===== src/rtl/leg_pkg.sv =====
// Shared writeback-path constants and the result record carried from functional units to the CDB.
package leg_pkg;

   localparam int unsigned XLEN   = 32;
   localparam int unsigned TAG_W  = 7;
   localparam int unsigned REG_AW = 5;

   typedef struct packed {
      logic [TAG_W-1:0]  tag;
      logic [REG_AW-1:0] rd;
      logic [XLEN-1:0]   data;
   } wb_result_t;

endpackage


===== src/rtl/wb_arbiter_if.sv =====
// Writeback bus: per-source result handshakes in, register-file write port and CDB broadcast out.
interface wb_arbiter_if #(
   parameter int unsigned NUM_SRC = 4,
   parameter int unsigned TAG_W   = leg_pkg::TAG_W,
   parameter int unsigned XLEN    = leg_pkg::XLEN
);
   import leg_pkg::*;

   logic [NUM_SRC-1:0]        src_valid;
   logic [NUM_SRC-1:0]        src_ready;
   logic [NUM_SRC*TAG_W-1:0]  src_tag;
   logic [NUM_SRC*REG_AW-1:0] src_rd;
   logic [NUM_SRC*XLEN-1:0]   src_data;

   logic                      rf_we;
   logic [REG_AW-1:0]         rf_wa;
   logic [XLEN-1:0]           rf_wd;
   logic                      cdb_valid;
   logic [TAG_W-1:0]          cdb_tag;
   logic [XLEN-1:0]           cdb_data;

   modport master (
      output src_valid, src_tag, src_rd, src_data,
      input  src_ready, rf_we, rf_wa, rf_wd, cdb_valid, cdb_tag, cdb_data
   );

   modport slave (
      input  src_valid, src_tag, src_rd, src_data,
      output src_ready, rf_we, rf_wa, rf_wd, cdb_valid, cdb_tag, cdb_data
   );

endinterface


===== src/rtl/wb_arbiter_rr.sv =====
// Combinational round-robin picker: first requester at or after i_ptr, wrapping modulo N.
module rr_arbiter #(
   parameter int unsigned N = 4
) (
   input  logic [N-1:0]                     i_req,
   input  logic [((N > 1) ? $clog2(N) : 1)-1:0] i_ptr,
   output logic [N-1:0]                     o_gnt,
   output logic [((N > 1) ? $clog2(N) : 1)-1:0] o_idx,
   output logic                             o_any
);
   localparam int unsigned IW = (N > 1) ? $clog2(N) : 1;

   always_comb begin
      int unsigned w_j;
      w_j   = 0;
      o_gnt = '0;
      o_idx = '0;
      o_any = 1'b0;
      for (int k = 0; k < N; k++) begin
         w_j = (int'(i_ptr) + k) % N;
         if (!o_any && i_req[w_j]) begin
            o_gnt[w_j] = 1'b1;
            o_idx      = IW'(w_j);
            o_any      = 1'b1;
         end
      end
   end

endmodule


===== src/rtl/wb_arbiter.sv =====
// Writeback arbiter: one round-robin grant per cycle, registered onto the RF write port and CDB.
// Build option WB_LOAD_PRIO_EN gives source 0 (load unit) fixed top priority.
module wb_arbiter
   import leg_pkg::*;
#(
   parameter int unsigned NUM_SRC = 4,
   parameter int unsigned TAG_W   = leg_pkg::TAG_W,
   parameter int unsigned XLEN    = leg_pkg::XLEN
) (
   input logic         clk,
   input logic         reset,
   wb_arbiter_if.slave bus
);
   localparam int unsigned PW = (NUM_SRC > 1) ? $clog2(NUM_SRC) : 1;

   logic [PW-1:0]      r_ptr;
   logic [PW-1:0]      w_ptr_nxt;
   logic [NUM_SRC-1:0] w_req;
   logic [NUM_SRC-1:0] w_rr_gnt;
   logic [NUM_SRC-1:0] w_gnt;
   logic [PW-1:0]      w_rr_idx;
   logic [PW-1:0]      w_idx;
   logic               w_rr_any;
   logic               w_any;
   logic               w_ptr_upd;

   logic               r_valid;
   logic [TAG_W-1:0]   r_tag;
   logic [REG_AW-1:0]  r_rd;
   logic [XLEN-1:0]    r_data;
   logic               w_out_valid;

`ifdef WB_LOAD_PRIO_EN
   // Source 0 is served outside the rotation, so hide it from the round-robin picker.
   assign w_req = {bus.src_valid[NUM_SRC-1:1], 1'b0};
`else
   assign w_req = bus.src_valid;
`endif

   rr_arbiter #(
      .N(NUM_SRC)
   ) u_rr (
      .i_req (w_req),
      .i_ptr (r_ptr),
      .o_gnt (w_rr_gnt),
      .o_idx (w_rr_idx),
      .o_any (w_rr_any)
   );

   always_comb begin
      w_gnt     = w_rr_gnt;
      w_idx     = w_rr_idx;
      w_any     = w_rr_any;
      w_ptr_upd = w_rr_any;
`ifdef WB_LOAD_PRIO_EN
      if (bus.src_valid[0]) begin
         w_gnt     = {{(NUM_SRC-1){1'b0}}, 1'b1};
         w_idx     = '0;
         w_any     = 1'b1;
         w_ptr_upd = 1'b0;
      end
`endif
   end

   assign w_ptr_nxt     = (w_idx == PW'(NUM_SRC - 1)) ? '0 : w_idx + 1'b1;
   assign bus.src_ready = reset ? '0 : w_gnt;

   always_ff @(posedge clk) begin
      if (reset) begin
         r_ptr   <= '0;
         r_valid <= 1'b0;
         r_tag   <= '0;
         r_rd    <= '0;
         r_data  <= '0;
      end else begin
         if (w_ptr_upd) r_ptr <= w_ptr_nxt;
         r_valid <= w_any;
         if (w_any) begin
            r_tag  <= bus.src_tag[w_idx*TAG_W +: TAG_W];
            r_rd   <= bus.src_rd[w_idx*REG_AW +: REG_AW];
            r_data <= bus.src_data[w_idx*XLEN +: XLEN];
         end
      end
   end

   // A result still held when reset rises must not reach the RF or the reservation stations.
   assign w_out_valid   = r_valid & ~reset;
   assign bus.cdb_valid = w_out_valid;
   assign bus.cdb_tag   = r_tag;
   assign bus.cdb_data  = r_data;
   assign bus.rf_we     = w_out_valid && (r_rd != '0);
   assign bus.rf_wa     = r_rd;
   assign bus.rf_wd     = r_data;

endmodule


===== src/flat_wrapper.sv =====
// flat-port wrapper written by rule: the top's interface ports become plain ports
module wb_arbiter_flat import leg_pkg::*;
#(
   parameter int unsigned NUM_SRC = 4,
   parameter int unsigned TAG_W   = leg_pkg::TAG_W,
   parameter int unsigned XLEN    = leg_pkg::XLEN
)
  (clk, reset, bus_src_valid, bus_src_tag, bus_src_rd, bus_src_data, bus_src_ready, bus_rf_we, bus_rf_wa, bus_rf_wd, bus_cdb_valid, bus_cdb_tag, bus_cdb_data);
  wb_arbiter_if #(.NUM_SRC(NUM_SRC), .TAG_W(TAG_W), .XLEN(XLEN)) bus_i ();
  input logic clk;
  input logic reset;
  input wire logic [$bits(bus_i.src_valid)-1:0] bus_src_valid;
  input wire logic [$bits(bus_i.src_tag)-1:0] bus_src_tag;
  input wire logic [$bits(bus_i.src_rd)-1:0] bus_src_rd;
  input wire logic [$bits(bus_i.src_data)-1:0] bus_src_data;
  output wire logic [$bits(bus_i.src_ready)-1:0] bus_src_ready;
  output wire logic [$bits(bus_i.rf_we)-1:0] bus_rf_we;
  output wire logic [$bits(bus_i.rf_wa)-1:0] bus_rf_wa;
  output wire logic [$bits(bus_i.rf_wd)-1:0] bus_rf_wd;
  output wire logic [$bits(bus_i.cdb_valid)-1:0] bus_cdb_valid;
  output wire logic [$bits(bus_i.cdb_tag)-1:0] bus_cdb_tag;
  output wire logic [$bits(bus_i.cdb_data)-1:0] bus_cdb_data;
  assign bus_i.src_valid = bus_src_valid;
  assign bus_i.src_tag = bus_src_tag;
  assign bus_i.src_rd = bus_src_rd;
  assign bus_i.src_data = bus_src_data;
  assign bus_src_ready = bus_i.src_ready;
  assign bus_rf_we = bus_i.rf_we;
  assign bus_rf_wa = bus_i.rf_wa;
  assign bus_rf_wd = bus_i.rf_wd;
  assign bus_cdb_valid = bus_i.cdb_valid;
  assign bus_cdb_tag = bus_i.cdb_tag;
  assign bus_cdb_data = bus_i.cdb_data;
  wb_arbiter #(.NUM_SRC(NUM_SRC), .TAG_W(TAG_W), .XLEN(XLEN)) u_core (.clk(clk), .reset(reset), .bus(bus_i));
endmodule

===== config.mk =====
export PLATFORM = sky130hd
export DESIGN_NAME = wb_arbiter_flat
export DESIGN_NICKNAME = d
export VERILOG_FILES = /design/src/rtl/leg_pkg.sv /design/src/rtl/wb_arbiter_if.sv /design/src/rtl/wb_arbiter_rr.sv /design/src/rtl/wb_arbiter.sv /design/src/flat_wrapper.sv
export SDC_FILE = /design/constraint.sdc
export NUM_CORES = 1
export LEC_CHECK = 0
export ABC_CLOCK_PERIOD_IN_PS = 3100
export CAP_MARGIN = 5
export CORE_ASPECT_RATIO = 1.25
export CORE_MARGIN = 2
export CORE_UTILIZATION = 30
export DETAILED_ROUTE_END_ITERATION = 12
export GPL_TIMING_DRIVEN = 0
export HOLD_SLACK_MARGIN = 0.03
export PLACE_DENSITY = 0.77
export REMOVE_ABC_BUFFERS = 1
export SYNTH_ARGS = -nofsm -noshare
export SYNTH_HDL_FRONTEND = slang
export SYNTH_SLANG_ARGS = --single-unit

===== constraint.sdc =====
create_clock -name clk -period 3.1 [get_ports clk]
set_input_delay 0.62 -clock clk [delete_from_list [all_inputs] [get_ports clk]]
set_output_delay 0.62 -clock clk [all_outputs]
set_load 0.05 [all_outputs]

==> impl_metrics.py, run 1 <==
metrics = {
    "run_status": {
        "status": "finished clean",
    },
    "sta": {
        "setup_violations": 0,
        "fin_setup_tns_ps": 0,
        "final.min_clock_period_ps": 3020,
        "tightest_slew_ps": 577,
        "slew_viol_final": 0,
        "fmax_mhz": 331,
        "post-route-period-util_pct": 97.3,
        "maxSlewHeadroom_pct": 61.2,
        "finalClockSkew_ps": 9.83,
        "hold_viol_final": 0,
    },
    "synth": {
        "synth_cell_types": 33,
        "synth_async_sr_flop_share_pct": 0,
        "synth-seq-cells": 47,
        "netlist_instances": 356,
        "synthTopCellsByArea": "dfxtp_1 28%, mux2i_1 27%, o221ai_1 12%, buf_4 9.3%, nand2_1 5.4%",
        "ys_warn_count": 0,
        "synth-seq-area-share_pct": 28.3,
        "synth_flop_cell": "dfxtp_1",
        "yosysMostFrequentCell": "mux2i_1",
        "yosys-top-cells-count": "91 x mux2i_1, 48 x nand2_1, 47 x dfxtp_1",
        "avgSynthCellArea_um2": 9.33,
        "synth_edf_count": 0,
        "synth_top_cell_by_area": "dfxtp_1",
        "syn_area_um2": 3320,
        "synth_top_area_share_pct": 28.3,
    },
    "power": {
        "power_density_nw_per_um2": 1050,
        "cellLeakagePower_nw": 2.35,
        "vdd_drop_max_uv": 685,
    },
    "setup_path": {
        "reg2reg_to": "u_core.bus.cdb_tag[2]$_SDFFE_PP0P_",
        "critPathMaxFanout": 10,
        "startpoint_type": "primary input",
        "reg2reg_slack_ps": 180,
        "r2r-start": "u_core.r_ptr[1]$_SDFFE_PP0P_",
        "required_ps": 2480,
        "worstSetupPathType": "primary input to output pin",
        "cp.arrival_ps": 2400,
        "end_kind": "output pin",
        "reg2reg_depth": 10,
    },
    "cts": {
        "numCtsBuffers": 5,
        "cts_buffer_depth": 2,
        "h-tree-depth": 2,
        "cts.clk_slew.worst_paths_ps": 70,
        "ctsHoldBuffers": 0,
        "root_buffer": "clkbuf_16",
        "clock_latency_ps": 290,
        "clock-sinks": 47,
        "tritoncts": "built",
    },
    "drt": {
        "dr.pass1.iters": 4,
        "drtIter0Drc": 96,
        "via_count": 3636,
        "via_per_inst": 5.11,
        "ant_nets": 0,
        "wl_mm": 13.0,
        "drc": 0,
        "drt-wirelength-per-cell_um": 18.2,
    },
    "layout": {
        "final_util_pct": 57.5,
        "drive_gt1_share_pct": 7.93,
        "n_antenna_cell": 0,
        "fillers": 964,
        "syn_to_final_growth_pct": 84.5,
        "final_nets": 769,
    },
    "global_routing": {
        "antenna_found_initial": 0,
        "gr-total-overflow": 0,
        "first_global_vias": 3635,
        "grt_start_max_net_pins": 36,
        "grt_pass1_wl_mm": 19.8,
        "grt_use_total_pct": 20.7,
    },
    "floorplanning": {
        "die_area_um2": 11900,
        "die_h_um": 122,
        "pin_count": 264,
        "start_util_pct": 31.2,
        "num_rows": 42,
        "core_um2": 10700,
        "die_w_um": 98.1,
    },
    "job": {
        "cap_violations": 0,
    },
    "hold_path": {
        "hold_start": "u_core.bus.cdb_tag[4]$_SDFFE_PP0P_",
        "min_path_type": "flop to flop",
        "hold_depth": 2,
        "whs_endpoint": "u_core.bus.cdb_tag[4]$_SDFFE_PP0P_",
    },
    "placed_design": {
        "dp_hpwl_mm": 10.2,
        "port_buffers": 263,
        "place.gp.congestion": 0.839,
    },
}
-- cell type report --
type                            instances  area (um^2)  area share (%)
Clock inverter                          3         46.3           0.755
Clock buffer                            5          125            2.04
Multi-Input combinational cell        243         2000            32.6
Timing Repair Buffer                  279         2830            46.2
Inverter                                3         18.8           0.306
Tap cell                              132          165            2.69
Sequential cell                        47          948            15.5
-- how the worst max path moves through the flow --
stage / cells after the start / slack, ps / start / end
finish: 7 / 80 / bus_src_valid[2] / bus_src_ready[1]
global route: 8 / -9 / bus_src_valid[3] / bus_src_ready[1]
CTS: 8 / 7 / u_core.r_ptr[1]$_SDFFE_PP0P_ / bus_src_ready[1]
detailed placement: 9 / -1100 / u_core.r_ptr[0]$_SDFFE_PP0P_ / bus_src_ready[0]
global placement: 8 / -7920 / u_core.r_ptr[0]$_SDFFE_PP0P_ / u_core.bus.cdb_tag[2]$_SDFFE_PP0P_
floorplan: 8 / -5210 / u_core.r_ptr[0]$_SDFFE_PP0P_ / u_core.bus.cdb_data[0]$_SDFFE_PP0P_
-- stage by stage --
stage	instance area, um^2	total power [mW]	hold WS [ps]	worst slack [ps]	std cells
finish	6130	6.45	467	83.3	712
global route	6130	6.75	495	-9.18	712
CTS	6050	6.38	470	7.23	705
detailed placement	5860	5.69	453	-1100	695
global placement	5690	4.24	444	-7920	688
floorplan	2900	3.49	540	-5210	293
-- flip-flops by register name, indices dropped and copies added, names as in the netlist --
signal               count
u_core.bus.rf_wa         5
u_core.bus.cdb_data     32
u_core.bus.cdb_tag       7
u_core.r_valid           1
u_core.r_ptr             2
-- layer usage --
metal	track usage [%]	up-vias	wire length (um)
met1	24.5	1694	4960
li1	-	1738	-
met3	5.57	22	1070
met4	4.54	0	231
met2	37.6	182	6730
met5	0	-	0
-- power breakdown --
part | internal, mW | total (mW) | switching [mW]
Combinational | 1.96 | 4.75 | 2.80
Sequential | 0.864 | 1.07 | 0.203
Clock | 0.384 | 0.634 | 0.250
-- cells in the final DEF (no fill, tap or decap), types with 4 or more instances in the layout --
| cell | Yosys | layout |
|---|---|---|
| dlygate4sd2_1 | 0 | 4 |
| clkbuf_16 | 0 | 5 |
| mux2i_1 | 91 | 90 |
| ha_1 | 8 | 7 |
| buf_12 | 2 | 7 |
| clkdlybuf4s50_1 | 0 | 254 |
| dfxtp_1 | 47 | 45 |
| buf_4 | 41 | 11 |
| o221ai_1 | 44 | 44 |
| nor2_1 | 14 | 14 |
| a221oi_1 | 4 | 4 |
| nand2_1 | 48 | 48 |
-- cell families (layout without fill, tap and decap cells) --
kind of cell	after synthesis	after routing	share of synthesized area, %
multiplexers	94	94	29.4
AND/OR/NAND/NOR	76	76	9.98
buffers and inverters	66	290	13.2
flip-flops	47	47	28.3
AO/OA/AOI/OAI	63	63	15.5
XOR/XNOR	2	2	0.527
adder cells (fa/ha/maj)	8	8	3.01
-- worst max-delay path: stages --
cell           delay [ps]
dlygate4sd2_1         330
mux4_2                620
a22oi_2               230
nor2_1                 60
a221oi_1              250
nor2_1                 80
buf_4                 210
-- timing repair --
action,4_1_cts,5_1_grt
buffers inserted,2,7
pin swaps,0,1
setup endpoints to repair,49,8
resized for setup,34,10
endpoints found under the hold margin,0,0
No activity file was read; power rests on OpenSTA's default activity.
==> run 2, diff against run 1 <==
--- a/config.mk
+++ b/config.mk
@@ -6,7 +6,6 @@
 export NUM_CORES = 1
 export LEC_CHECK = 0
 export ABC_CLOCK_PERIOD_IN_PS = 3100
-export CAP_MARGIN = 5
 export CORE_ASPECT_RATIO = 1.25
 export CORE_MARGIN = 2
 export CORE_UTILIZATION = 30
==> run 2 against run 1 <==
  * Worst setup slack about the same
  * Largest power group unchanged
  * Die area unchanged
  * Utilization down 0.59 points
  * Via count down 0.17%
  * Largest cell class unchanged
  * Register-to-register slack better by 20 ps
  * Highest routed layer unchanged
==> impl_metrics.py, run 2 (synthesized netlist as in run 1, its figures left out) <==
metrics = {
    "cts": {
        "root_buffer": "clkbuf_16",
        "clock_latency_ps": 290,
        "tritoncts": "built",
        "h-tree-depth": 2,
        "ctsHoldBuffers": 0,
        "numCtsBuffers": 5,
        "clock-sinks": 47,
        "cts.clk_slew.worst_paths_ps": 60,
        "cts_buffer_depth": 2,
    },
    "drt": {
        "drc": 0,
        "dr.pass1.iters": 4,
        "ant_nets": 0,
        "via_per_inst": 5.12,
        "wl_mm": 12.9,
        "via_count": 3630,
        "drt-wirelength-per-cell_um": 18.1,
        "drtIter0Drc": 100,
    },
    "placed_design": {
        "place.gp.congestion": 0.839,
        "place_ws_ps": -1110,
        "postPlaceCellArea_um2": 5860,
        "dp_hpwl_mm": 10.2,
        "port_buffers": 263,
    },
    "sta": {
        "hold_viol_final": 0,
        "finalClockSkew_ps": 7.62,
        "maxSlewHeadroom_pct": 63.0,
        "fmax_mhz": 332,
        "slew_viol_final": 0,
        "holdWs_ps": 473,
        "final.min_clock_period_ps": 3020,
        "setup_violations": 0,
        "layout_setup_ws_ps": 83.8,
        "tightest_slew_ps": 551,
        "post-route-period-util_pct": 97.3,
        "rsz0062_at_grt": "yes",
    },
    "global_routing": {
        "antenna_found_initial": 0,
        "first_global_vias": 3593,
        "grt_use_total_pct": 20.6,
        "gr-total-overflow": 0,
        "grt_pass1_wl_mm": 19.7,
        "grt_start_max_net_pins": 36,
    },
    "floorplanning": {
        "start_util_pct": 31.2,
        "die_w_um": 98.1,
        "pin_count": 264,
        "die_area_um2": 11900,
        "num_rows": 42,
        "die_h_um": 122,
        "core_um2": 10700,
    },
    "layout": {
        "drive_gt1_share_pct": 7.11,
        "final_cell_mix": "254 x clkdlybuf4s50_1, 90 x mux2i_1, 48 x nand2_1, 45 x dfxtp_1, 44 x o221ai_1",
        "syn_to_final_growth_pct": 82.6,
        "final_common_cell": "clkdlybuf4s50_1",
        "final_util_pct": 56.9,
        "final_cell_area_um2": 6070,
        "fillers": 968,
        "n_antenna_cell": 0,
        "final_nets": 766,
        "largest_reg_flops": 32,
    },
    "setup_path": {
        "worstSetupPathType": "primary input to output pin",
        "slowest_stage": "mux4_2",
        "crit_path_max_incr_delay_ps": 610,
        "cp_cell_sequence": "dlygate4sd2_1, mux4_2, a22oi_1, nor2_1, a221oi_1, nor2_1, buf_4",
        "cp.arrival_ps": 2400,
        "cpMostUsedCell": "nor2_1",
        "critPathMaxFanout": 10,
        "end_kind": "output pin",
        "startpoint_type": "primary input",
        "required_ps": 2480,
    },
    "power": {
        "seqPwrFrac_pct": 16.9,
        "power_density_nw_per_um2": 1040,
        "p_total_mw": 6.31,
        "swShare_pct": 51.0,
        "p_comb_share_pct": 74.5,
        "cellLeakagePower_nw": 2.33,
        "p_clk_share_pct": 8.6,
        "switchingPower_mw": 3.22,
        "p_int_mw": 3.09,
        "vdd_drop_max_uv": 702,
    },
    "job": {
        "cap_violations": 0,
    },
    "run_status": {
        "status": "finished clean",
    },
    "hold_path": {
        "min_path_type": "flop to flop",
    },
}
-- run 2: final timing paths --
kind | startpoint | endpoint | slack, ps | cells after the start
max | bus_src_valid[2] | bus_src_ready[0] | 80 | 7
min | u_core.bus.cdb_tag[5]$_SDFFE_PP0P_ | u_core.bus.cdb_tag[5]$_SDFFE_PP0P_ | 470 | 2
max reg2reg | u_core.r_ptr[1]$_SDFFE_PP0P_ | u_core.bus.cdb_tag[2]$_SDFFE_PP0P_ | 200 | 10
min reg2reg | u_core.bus.cdb_tag[5]$_SDFFE_PP0P_ | u_core.bus.cdb_tag[5]$_SDFFE_PP0P_ | 470 | 2
-- run 2: stage by stage --
step	setup TNS (ps)	std cells
2_1_floorplan	-234950	293
3_3_place_gp	-328000	688
3_5_place_dp	-20760	695
4_1_cts	0	705
5_1_grt	-48.8	709
6_report	0	709
-- run 2: routing by layer --
metal | vias to the layer above | global-route usage, % | wire [um]
met4 | 0 | 6.16 | 322
met3 | 24 | 6.48 | 1160
met5 | - | 0 | 0
li1 | 1733 | - | -
met1 | 1702 | 23.8 | 4870
met2 | 171 | 36.4 | 6510
-- run 2: timing repair --
| action | 4_1_cts | 5_1_grt |
|---|---|---|
| endpoints found under the setup margin | 49 | 8 |
| buffers inserted | 2 | 4 |
| pin swaps | 0 | 1 |
| resized for setup | 34 | 6 |
-- run 2: power by group through the flow --
| stage | combinational, mW | sequential [mW] | clock, mW |
|---|---|---|---|
| global placement | 3.27 | 0.972 | 0 |
| CTS | 4.66 | 1.07 | 0.562 |
| floorplan | 1.33 | 2.16 | 0 |
| global route | 4.93 | 1.11 | 0.589 |
| finish | 4.70 | 1.07 | 0.543 |
| detailed placement | 4.60 | 1.09 | 0 |
-- run 2: final cells by class --
cell class                 count  area [um^2]  share of cell area [%]
multi-input combinational    243         1990                    32.8
timing repair buffer         276         2800                    46.2
clock inverter                 3         18.8                   0.309
clock buffer                   5          125                    2.06
sequential                    47          948                    15.6
inverter                       3         15.0                   0.247
tap                          132          165                    2.72
-- run 2: critical path: cells and delay by family --
family / cells / cell delay, ps
AND/OR/NAND/NOR: 2 / 130
buffers and inverters: 2 / 540
multiplexers: 1 / 610
AO/OA/AOI/OAI: 2 / 490
